===== src/rtl/rete_pkg.sv =====
// Shared types and encodings for the rete controller, its repeat counter
// and the rete datapath.
package rete_pkg;

  // Controller states; IDLE is the only state that accepts commands.
  typedef enum logic [2:0] {
    ST_IDLE = 3'd0,
    ST_LDA  = 3'd1,
    ST_LDB  = 3'd2,
    ST_ACC  = 3'd3,
    ST_DONE = 3'd4
  } rete_state_e;

  // cmd_op encodings.
  localparam logic [1:0] OP_LOADA = 2'b00;
  localparam logic [1:0] OP_LOADB = 2'b01;
  localparam logic [1:0] OP_ACC   = 2'b10;
  localparam logic [1:0] OP_SEQ   = 2'b11;

  // ALU operation encodings (aluctl / cmd_sub).
  localparam logic ALU_ADD = 1'b0;
  localparam logic ALU_SUB = 1'b1;

  // Registered control outputs, decoded from a single state value.
  typedef struct packed {
    logic wea;
    logic web;
    logic mux1;
    logic mux2;
    logic aluctl;
    logic busy;
    logic done;
  } ctrl_out_t;

  // Moore decode: every output is a pure function of the state being
  // entered (plus the latched ALU op while in ACC).
  function automatic ctrl_out_t decode_outputs(input rete_state_e st,
                                               input logic        sub);
    ctrl_out_t o;
    o      = '0;
    o.busy = (st != ST_IDLE);
    case (st)
      ST_LDA: begin
        o.wea  = 1'b1;
        o.mux1 = 1'b0;
      end
      ST_LDB: begin
        o.web  = 1'b1;
        o.mux2 = 1'b0;
      end
      ST_ACC: begin
        o.web    = 1'b1;
        o.mux2   = 1'b1;
        o.aluctl = sub;
      end
      ST_DONE: begin
        o.done = 1'b1;
      end
      default: begin
        o.busy = 1'b0;
      end
    endcase
    return o;
  endfunction

endpackage


===== src/rtl/rete_cnt.sv =====
// Down-counter holding the remaining ACC repetitions. Loaded on entry to
// ACC, decremented once per ACC cycle, and flags zero on the last cycle.
module rete_cnt
  import rete_pkg::*;
#(
  parameter int W = 4
) (
  input  logic         clock,
  input  logic         reset_n,
  input  logic         load,
  input  logic [W-1:0] load_val,
  input  logic         dec,
  output logic         zero
);

  logic [W-1:0] cnt_q;
  logic [W-1:0] cnt_d;

  // Next count: load takes priority over decrement.
  always_comb begin
    cnt_d = cnt_q;
    if (load) begin
      cnt_d = load_val;
    end else if (dec) begin
      cnt_d = cnt_q - {{(W-1){1'b0}}, 1'b1};
    end
  end

  // Count register, cleared by reset.
  always_ff @(posedge clock or negedge reset_n) begin
    if (!reset_n) begin
      cnt_q <= '0;
    end else begin
      cnt_q <= cnt_d;
    end
  end

  assign zero = (cnt_q == '0);

endmodule


===== src/rtl/rete_ctrl.sv =====
// Control FSM for the rete datapath: accepts one command at a time and
// sequences register A/B loads and ALU accumulation on B.
//
// Handshake: cmd_ready is high exactly when the FSM is in IDLE and does not
// depend on cmd_valid. A command transfers on a rising edge where
// cmd_valid && cmd_ready; its op/sub/rep are latched on that edge and the
// cmd_* inputs are ignored until the controller returns to IDLE.
module rete_ctrl
  import rete_pkg::*;
#(
  parameter int REP_W = 4
) (
  input  logic             clock,
  input  logic             reset_n,
  input  logic             cmd_valid,
  output logic             cmd_ready,
  input  logic [1:0]       cmd_op,
  input  logic             cmd_sub,
  input  logic [REP_W-1:0] cmd_rep,
  output logic             wea,
  output logic             web,
  output logic             mux1,
  output logic             mux2,
  output logic             aluctl,
  output logic             busy,
  output logic             done,
  output logic [2:0]       dbg_state
);

  rete_state_e      state_q, state_d;
  logic [1:0]       op_q, op_d;
  logic             sub_q, sub_d;
  logic [REP_W-1:0] rep_q, rep_d;
  ctrl_out_t        out_q, out_d;

  logic             accept;
  logic             cnt_load;
  logic             cnt_dec;
  logic [REP_W-1:0] cnt_load_val;
  logic             cnt_zero;

  assign cmd_ready = (state_q == ST_IDLE);
  assign accept    = cmd_valid && cmd_ready;

  rete_cnt #(.W(REP_W)) u_cnt (
    .clock    (clock),
    .reset_n  (reset_n),
    .load     (cnt_load),
    .load_val (cnt_load_val),
    .dec      (cnt_dec),
    .zero     (cnt_zero)
  );

  // Next state, command latching, counter control and output decode.
  always_comb begin
    state_d      = state_q;
    op_d         = op_q;
    sub_d        = sub_q;
    rep_d        = rep_q;
    cnt_load     = 1'b0;
    cnt_dec      = 1'b0;
    cnt_load_val = rep_q;

    case (state_q)
      ST_IDLE: begin
        if (accept) begin
          op_d  = cmd_op;
          sub_d = cmd_sub;
          rep_d = cmd_rep;
          case (cmd_op)
            OP_LOADA, OP_SEQ: state_d = ST_LDA;
            OP_LOADB:         state_d = ST_LDB;
            default: begin
              // Plain ACC starts counting straight from the live command.
              state_d      = ST_ACC;
              cnt_load     = 1'b1;
              cnt_load_val = cmd_rep;
            end
          endcase
        end
      end
      ST_LDA: begin
        state_d = (op_q == OP_SEQ) ? ST_LDB : ST_DONE;
      end
      ST_LDB: begin
        if (op_q == OP_SEQ) begin
          state_d      = ST_ACC;
          cnt_load     = 1'b1;
          cnt_load_val = rep_q;
        end else begin
          state_d = ST_DONE;
        end
      end
      ST_ACC: begin
        // Counter holds the cycles still to run after this one.
        if (cnt_zero) begin
          state_d = ST_DONE;
        end else begin
          cnt_dec = 1'b1;
        end
      end
      ST_DONE: begin
        state_d = ST_IDLE;
      end
      default: begin
        state_d = ST_IDLE;
      end
    endcase

    out_d = decode_outputs(state_d, sub_d);
  end

  // State, latched command fields and registered outputs.
  always_ff @(posedge clock or negedge reset_n) begin
    if (!reset_n) begin
      state_q <= ST_IDLE;
      op_q    <= '0;
      sub_q   <= 1'b0;
      rep_q   <= '0;
      out_q   <= '0;
    end else begin
      state_q <= state_d;
      op_q    <= op_d;
      sub_q   <= sub_d;
      rep_q   <= rep_d;
      out_q   <= out_d;
    end
  end

  assign wea       = out_q.wea;
  assign web       = out_q.web;
  assign mux1      = out_q.mux1;
  assign mux2      = out_q.mux2;
  assign aluctl    = out_q.aluctl;
  assign busy      = out_q.busy;
  assign done      = out_q.done;
  assign dbg_state = state_q;

endmodule

===== config.mk =====
export PLATFORM = sky130hd
export DESIGN_NAME = rete_ctrl
export DESIGN_NICKNAME = d
export VERILOG_FILES = /design/src/rtl/rete_pkg.sv /design/src/rtl/rete_cnt.sv /design/src/rtl/rete_ctrl.sv
export SDC_FILE = /design/constraint.sdc
export NUM_CORES = 1
export LEC_CHECK = 0
export BUFFER_PORTS_ARGS = -buffer_cell sky130_fd_sc_hd__buf_2
export CORE_MARGIN = 4
export CORE_UTILIZATION = 50
export CTS_BUF_LIST = sky130_fd_sc_hd__clkbuf_8
export DETAILED_ROUTE_END_ITERATION = 6
export PLACE_DENSITY = 0.77
export SLEW_MARGIN = 30
export SYNTH_ARGS = -nofsm -noshare
export SYNTH_HDL_FRONTEND = slang
export SYNTH_SLANG_ARGS = --single-unit

===== constraint.sdc =====
create_clock -name clock -period 1.44 [get_ports clock]
set_input_delay 0 -clock clock [delete_from_list [all_inputs] [get_ports clock]]
set_output_delay 0 -clock clock [all_outputs]
set_load 0.005 [all_outputs]

After elaboration in Yosys (flattened, before gate mapping)
Cells that the tools add are included.
- register bits after elaboration: 20
- input port bits: 10
- output and inout bits: 11
- logic and storage cells: 58
- add/sub/neg operators: 1
- eq/ne operators: 10
- muxes and demuxes: 25
- reduce and logical (&&, ||, !) cells: 11
- operators with widths (cell ; number):
    2-to-1 mux 4 bit ; 5
    2-to-1 mux 1 bit ; 13
    equality test 3 x 2 -> 1 bit (second input constant) ; 4
    2-to-1 mux 3 bit ; 4
    one-hot mux 3 bit (4 select lines) ; 1
    equality test 3 x 1 -> 1 bit (second input constant) ; 2
    equality test 2 bit (second input constant) ; 2
    zero test 4 bit ; 1
    one-hot mux 2 bit (2 select lines) ; 1
    OR reduction 2 bit ; 2
    OR reduction 4 bit ; 1
    subtractor 4 x 1 -> 4 bit (second input constant) ; 1
    equality test 3 bit (second input constant) ; 1
    zero test 3 bit ; 1
    nonzero test 3 bit ; 1
    OR reduction 3 bit ; 1
    equality test 2 x 1 -> 1 bit (second input constant) ; 1
    zero test 2 bit ; 1
    one-hot mux 1 bit (2 select lines) ; 1
    AND reduction 2 bit ; 1
    nonzero test 2 bit ; 1
    logical AND 1 bit ; 1

Longest topological paths before layout
Gate-level depths: netlist of run 1.
- depth in word-level cells: 8
- mapped depth: 7
- gate-level depth less buffers: 7

By module
Synthesis of run 1 repeated with hierarchy kept, for this count alone.
- cell total of the unflattened synthesis: 89
- area total of the unflattened synthesis: 1058.5 µm²
- modules (own cells, without submodules) (module ; instances ; cells each ; area an instance (µm²) ; seq. area each (µm²)):
    rete_ctrl ; 1 ; 68 ; 828.3 ; 400.4
    rete_cnt ; 1 ; 21 ; 230.2 ; 100.1

Worst setup path after synthesis of run 1
OpenSTA, ideal clock, no wires.
- kind: register to register
- from: register u_cnt.cnt_q[0]
- to: register u_cnt.cnt_q[1]
- library setup time: 0.077 ns
- arrival: 1.512 ns
- data required time: 1.363 ns
- setup slack: -0.149 ns
- stages on the path, launching flop included: 7
- path buffers: 0
- clock period less this slack: 1.589 ns
- cells stage by stage: dfrtp_1 -> inv_1 -> ha_1 -> nor3b_1 -> nor3_2 -> mux2_2 -> a21oi_1
- longest elaborated chain between the ends: 4
- elaborated cells on any way between the ends: 7
- classes of those cells: add/sub: 1; mux: 4; reduce/logical: 2
- ends and longest elaborated chain (what ; line ; text):
    start, declared ; rete_cnt.sv:16 ; logic [W-1:0] cnt_q;
    start signal, assigned ; rete_cnt.sv:34 ; cnt_q <= cnt_d;
    branches (longest 4 deep; another with subtractor 4 x 1 -> 4 bit) ; -- ;
Several ways; the timed one is not identified. The select of a mux whose other input is x is not followed.
A chain may end at the register's enable or synchronous reset.

Worst setup path in the final report of run 1
- from: register state_q[2], in the netlist dbg_state[2]
- to: register u_cnt.cnt_q[0]
- longest elaborated chain between the ends: 5
- elaborated cells on any way between the ends: 11
- classes of those cells: eq/ne: 2; mux: 6; reduce/logical: 3
- ends and longest elaborated chain (what ; line ; text):
    start, declared ; rete_ctrl.sv:30 ; rete_state_e state_q, state_d;
    start signal, assigned ; rete_ctrl.sv:122 ; state_q <= state_d;
    zero test 3 bit ; rete_ctrl.sv:42, rete_ctrl.sv:64 ;
    logical AND 1 bit ; rete_ctrl.sv:43 ; assign accept = cmd_valid && cmd_ready;
    2-to-1 mux 1 bit / 2-to-1 mux 4 bit (equally long branches) ; rete_ctrl.sv:66 ; if (accept) begin
    one-hot mux 1 bit (2 select lines) / 2-to-1 mux 4 bit (equally long branches) ; -- ;
    2-to-1 mux 4 bit / nonzero test 2 bit (equally long branches) ; -- ;
Parallel ways exist; a longest one is shown, timed or not.

==> impl_metrics.json, run 1 <==
{
  "multi_input_area_um2": 611,
  "grt-ovfl-total": 0,
  "cts-root-buf": "clkbuf_8",
  "initial_core_util": 0.521,
  "drc_errors": 0,
  "yosysWarnings": 0,
  "fin_crit_ns": 1.62,
  "r2r_setup_slack_ns": -0.18,
  "io_buffer_count": 19,
  "path_clk_slew_ns": 0.07,
  "rows": 16,
  "wl_um": 3040,
  "tritoncts.num_buffers": 3,
  "timing.hold.worst.class": "in -> reg",
  "drtIter0Drc": 31,
  "synthMostInstantiatedCell": "dfrtp_1",
  "ant_nets": 0,
  "insertion_delay_ns": 0.26,
  "yosysTopAreaCell": "dfrtp_1",
  "whs_path_depth": 2,
  "cts.sinks": 20,
  "finClkSkew_ns": 0.00188,
  "fillers": 108,
  "cp.arrival_ns": 1.75,
  "min_from": "cmd_rep[3]",
  "ioPinCount": 21,
  "ir_worst_vdd_mv": 1.45,
  "synth_fp_nets": 103,
  "syn_inst": 90,
  "antenna_found_initial": 0,
  "setup_viol": 16,
  "path_class": "reg -> reg",
  "critPathCaptureType": "flip-flop",
  "powerDensity_nw_per_um2": 2110,
  "first_pass_iters": 4,
  "drive_above_1_share": 0.618,
  "vias": 933,
  "synthArstFlopShare": 1.00,
  "synth-simple-area-share": 0.235,
  "cp_max_fo": 5,
  "r2r_start": "dbg_state[2]$_DFF_PN0_",
  "max-cap-violations": 0,
  "maxSlewViolCount": 0,
  "netlist-cell-type-count": 35,
  "synth_top_family_by_area": "simple AND/OR/NAND/NOR gates",
  "post-place-ws_ns": -0.165,
  "ys_ff_latch": 20,
  "grt_pass1_vias": 906,
  "synthTopCellsByArea": "dfrtp_1 49%, mux2_2 7.8%, ha_1 3.7%",
  "layout.nets": 150,
  "place_congestion": 0.806,
  "violations": "setup timing",
  "wl_per_cell_um": 18.7,
  "fin_ws_ns": -0.177,
  "regArea_um2": 504,
  "areaGrowthSynthToFinish_pct": 54.5,
  "core_um2": 1940,
  "synth.area.mux_share": 0.0779,
  "slowest_stage": "dfrtp_2",
  "slowest_delay_ns": 0.44,
  "syn_area_um2": 1010,
  "status": "complete, but fails checks",
  "synth_ff_type": "dfrtp_1",
  "worstHoldEndpoint": "rep_q[3]$_DFFE_PN0P_",
  "cts_tree": "yes",
  "hold_viol": 0,
  "layout.core_utilization": 0.805,
  "p_leak_nw": 0.746,
  "tns_ns": -1.14,
  "critPathRequiredTime_ns": 1.57,
  "grt_pass1_wl_um": 4450,
  "total_power_mw": 3.30,
  "rr_worst_depth": 5,
  "dpl.hpwl_um": 1630,
  "die_y_um": 53.0,
  "yosysTopAreaCellShare": 0.494,
  "synth_common_cells": "20 x dfrtp_1, 7 x inv_1, 7 x mux2_2",
  "vias_per_cell": 5.72,
  "synth.avg_cell_area_um2": 11.2,
  "synth-edff-count": 0,
  "num_antenna_cells": 0,
  "synth_fa_ha_area_frac": 0.0371,
  "gr-usage-all-layers": 0.230,
  "r2r_end": "u_cnt.cnt_q[0]$_DFFE_PN0P_",
  "synth-seq-area-share": 0.494,
  "grt_max_degree": 21,
  "htreeDepth": 1,
  "finalCritPeriodShare": 1.12,
  "synth-compound-area-share": 0.108,
  "synth_xor_area_frac": 0,
  "cp_cell_sequence": "buf_6 > and3b_4 > nand2_1 > o21ai_0 > o21ai_2",
  "die-area_um2": 2810,
  "fmax_ghz": 0.618,
  "crit_path_start_kind": "flip-flop",
  "clock_path_buffers": 2,
  "die_w_um": 53.0,
  "rsz0062_at_grt": "true"
}
## area by class of cell
type,count,share of cell area
timing repair buffer,44,0.201
clock buffer,3,0.0264
tap,27,0.0216
sequential,20,0.322
inverter,8,0.0192
clock inverter,1,0.0192
multi-input combinational,60,0.390
## worst max-delay path by stage
stage / start / endpoint / slack, ns / cells after the start
global placement: dbg_state[2]$_DFF_PN0_ / aluctl$_DFF_PN0_ / -0.14 / 6
floorplan: u_cnt.cnt_q[1]$_DFFE_PN0P_ / u_cnt.cnt_q[2]$_DFFE_PN0P_ / -0.05 / 6
detailed placement: u_cnt.cnt_q[1]$_DFFE_PN0P_ / u_cnt.cnt_q[1]$_DFFE_PN0P_ / -0.17 / 6
CTS: u_cnt.cnt_q[0]$_DFFE_PN0P_ / u_cnt.cnt_q[0]$_DFFE_PN0P_ / -0.12 / 6
finish: dbg_state[2]$_DFF_PN0_ / u_cnt.cnt_q[0]$_DFFE_PN0P_ / -0.18 / 5
global route: dbg_state[2]$_DFF_PN0_ / u_cnt.cnt_q[2]$_DFFE_PN0P_ / -0.27 / 5
## registers in the layout (all words and copies together), names as in the netlist
register and cells:
rep_q 4, u_cnt.cnt_q 4, dbg_state 3, op_q 2
aluctl 1, busy 1, done 1, mux2 1
sub_q 1, wea 1, web 1
## power breakdown
part	switching [mW]	leakage (nW)	internal [mW]
sequential	0.221	0.240	0.811
combinational	0.759	0.471	0.952
clock	0.187	0.0357	0.371
total	1.17	0.746	2.13
## cells by family (layout without fill, tap and decap cells)
group | Yosys count | in the layout
buffers and inverters | 10 | 56
flip-flops | 20 | 20
AND/OR/NAND/NOR | 33 | 33
multiplexers | 7 | 7
other | 1 | 1
AO/OA/AOI/OAI | 16 | 16
adder cells (fa/ha/maj) | 3 | 3
## layout by cell type, fill, tap and decap left out, types with 2 or more instances in the layout
cell	n
inv_2	3
o21ai_2	3
dfrtp_2	3
a21oi_2	2
nand3_1	2
nand2_1	4
a21oi_1	2
inv_1	5
buf_2	19
nand2_2	2
buf_4	16
o22ai_2	2
buf_6	3
dlygate4sd3_1	5
nor2b_1	2
ha_1	2
nor3_4	4
mux2_4	7
clkbuf_8	3
dfrtp_1	17
## per-layer routing
metal,share of wire,GRT usage,routed length (µm),vias to the layer above
li1,-,-,-,409
met1,0.39,0.264,1170,469
met2,0.53,0.401,1620,43
met3,0.051,0.0451,156,12
met4,0.030,0.119,92,0
met5,0,0,0,-
## critical path, delay by kind of cell, from the launching register on
| kind | cells | cell delay [ns] |
|---|---|---|
| DFF | 1 | 0.44 |
| buffers and inverters | 1 | 0.14 |
| AOI/OAI and AO/OA | 2 | 0.47 |
| and+or+nand+nor | 2 | 0.44 |
## through the flow
step / hold WS (ns) / std cells / cell area [µm²]
final: 0.0119 / 163 / 1560
after CTS: 0.00337 / 161 / 1510
after floorplan: -0.296 / 90 / 1030
after global routing: 0.00217 / 163 / 1560
after global placement: -0.0325 / 150 / 1270
after detailed placement: -0.0268 / 150 / 1270
## repair_timing
action | in CTS | in global routing
gates cloned | 0 | 0
hold endpoints to repair | 24 | 0
buffers inserted | 3 | 2
pin swaps | 11 | 7
resized for setup | 27 | 11
hold buffers | 5 | 0
endpoints found under the setup margin | 16 | 17
No activity file was read; power rests on OpenSTA's default activity.
==> run 2, diff against run 1 <==
CORE_UTILIZATION = 53   (was 50)
PLACE_DENSITY = 0.78   (was 0.77)
clock period = 1.5 ns   (was 1.44 ns; I/O delays follow)
==> run 2 against run 1 <==
The flow still finishes with violations (setup timing). Cell count rose by 0.61%. Utilization rose by 5.0 points. Setup slack improved by 0.074 ns. Global-route usage fell by 1.5 points. Critical path type unchanged.
==> impl_metrics.json, run 2 (synthesis results as in run 1) <==
{
  "status": "complete, but fails checks",
  "violations": "setup timing",
  "finClkSkew_ns": 0.00557,
  "path_class": "reg -> reg",
  "drc_errors": 0,
  "tritoncts.num_buffers": 3,
  "finalCritPeriodShare": 1.07,
  "whs_path_depth": 2,
  "dpl.hpwl_um": 1620,
  "fillers": 104,
  "r2r_setup_slack_ns": -0.10,
  "io_buffer_count": 19,
  "grt_pass1_vias": 920,
  "grt_max_degree": 21,
  "vias_per_cell": 5.42,
  "critPathCaptureType": "flip-flop",
  "ant_nets": 0,
  "fmax_ghz": 0.624,
  "p_leak_nw": 0.727,
  "ir_worst_vdd_mv": 1.32,
  "ioPinCount": 21,
  "antenna_found_initial": 0,
  "insertion_delay_ns": 0.26,
  "setup_viol": 8,
  "hold_viol": 0,
  "grt_pass1_wl_um": 4150,
  "initial_core_util": 0.574,
  "rsz0062_at_grt": "true",
  "p_sw_frac": 0.362,
  "path_clk_slew_ns": 0.07,
  "drtIter0Drc": 16,
  "min_from": "cmd_op[1]",
  "timing.hold.worst.class": "in -> reg",
  "final_cell_mix": "23 x buf_4, 19 x buf_2, 18 x dfrtp_1",
  "htreeDepth": 1,
  "layout.nets": 153,
  "first_pass_iters": 4,
  "fin_ws_ns": -0.103,
  "crit_path_start_kind": "flip-flop",
  "cp_max_fo": 5,
  "total_power_mw": 2.94,
  "vias": 889,
  "r2r_end": "busy$_DFF_PN0_",
  "rows": 15,
  "cp.arrival_ns": 1.74,
  "wl_per_cell_um": 17.6,
  "p_switching_mw": 1.06,
  "powerDensity_nw_per_um2": 1950,
  "num_antenna_cells": 0,
  "die_w_um": 51.7,
  "grt-ovfl-total": 0,
  "cts-root-buf": "clkbuf_8",
  "cts_tree": "yes",
  "die_y_um": 51.7,
  "final_cell_area_um2": 1510,
  "worstHoldEndpoint": "op_q[1]$_DFFE_PN0P_",
  "cts.sinks": 20,
  "final_common_cell": "buf_4",
  "drive_above_1_share": 0.597,
  "die-area_um2": 2670,
  "place_congestion": 0.821,
  "max-cap-violations": 0,
  "core_um2": 1760,
  "place_area_um2": 1260,
  "clkPwrFrac": 0.141,
  "power_frac_comb": 0.529,
  "areaGrowthSynthToFinish_pct": 49.1,
  "wl_um": 2880,
  "r2r_start": "dbg_state[1]$_DFF_PN0_",
  "clock_path_buffers": 2,
  "gr-usage-all-layers": 0.215,
  "cell_internal_pwr_mw": 1.88,
  "power_frac_seq": 0.330,
  "fin_crit_ns": 1.60,
  "maxSlewViolCount": 0,
  "rr_worst_depth": 5,
  "critPathRequiredTime_ns": 1.64
}
==> run 2: power groups by stage <==
| stage | clock network (mW) | registers [mW] | logic, mW |
|---|---|---|---|
| 2_1_floorplan | 0 | 0.938 | 0.688 |
| 3_3_place_gp | 0 | 0.924 | 1.13 |
| 3_5_place_dp | 0 | 0.939 | 1.19 |
| 4_1_cts | 0.409 | 0.941 | 1.36 |
| 5_1_grt | 0.452 | 0.987 | 1.65 |
| 6_report | 0.415 | 0.972 | 1.55 |
==> run 2: area by class of cell <==
cell class	instances	area, µm²	area share
Tap cell	25	31.3	0.0207
Clock buffer	4	55.1	0.0365
Inverter	8	30.0	0.0199
Sequential cell	20	503	0.333
Timing Repair Buffer	47	319	0.211
Multi-Input combinational cell	60	571	0.378
==> run 2: layer usage <==
| metal | vias up | track usage | part of all wire |
|---|---|---|---|
| li1 | 416 | - | - |
| met5 | - | 0 | 0 |
| met1 | 433 | 0.238 | 0.40 |
| met4 | 0 | 0.105 | 0.034 |
| met2 | 28 | 0.398 | 0.52 |
| met3 | 12 | 0.0287 | 0.043 |
==> run 2: critical path: stages (launching register included) <==
cell and delay, ns:
dfrtp_1 0.42, buf_6 0.14, and2b_2 0.23, o21ai_0 0.40, a21oi_2 0.12, nand3b_1 0.17
==> run 2: through the flow <==
step | hold WS (ns) | setup TNS [ns] | std cells | utilization | setup WS [ns]
floorplan | -0.296 | 0 | 90 | - | 0.00569
detailed placement | -0.0314 | -0.520 | 147 | 0.713 | -0.0958
finish | 0.000496 | -0.413 | 164 | 0.855 | -0.103
global placement | -0.0290 | -0.171 | 147 | 0.713 | -0.0512
CTS | 0.00144 | -0.145 | 160 | 0.816 | -0.0411
global route | -0.00510 | -1.11 | 164 | 0.855 | -0.149
==> run 2: what timing repair did <==
action	CTS	global route
resized for setup	10	11
setup buffers	6	3
endpoints found under the setup margin	13	13
endpoints found under the hold margin	23	1
pin swaps	7	6
hold buffers	3	1
==> run 2: how the worst max path moves through the flow <==
stage	from	slack [ns]	to
4_1_cts	u_cnt.cnt_q[1]$_DFFE_PN0P_	-0.04	u_cnt.cnt_q[1]$_DFFE_PN0P_
5_1_grt	dbg_state[2]$_DFF_PN0_	-0.15	u_cnt.cnt_q[2]$_DFFE_PN0P_
6_report	dbg_state[1]$_DFF_PN0_	-0.10	busy$_DFF_PN0_
2_1_floorplan	u_cnt.cnt_q[0]$_DFFE_PN0P_	0.006	u_cnt.cnt_q[2]$_DFFE_PN0P_
3_3_place_gp	dbg_state[1]$_DFF_PN0_	-0.05	u_cnt.cnt_q[2]$_DFFE_PN0P_
3_5_place_dp	dbg_state[1]$_DFF_PN0_	-0.1	u_cnt.cnt_q[2]$_DFFE_PN0P_
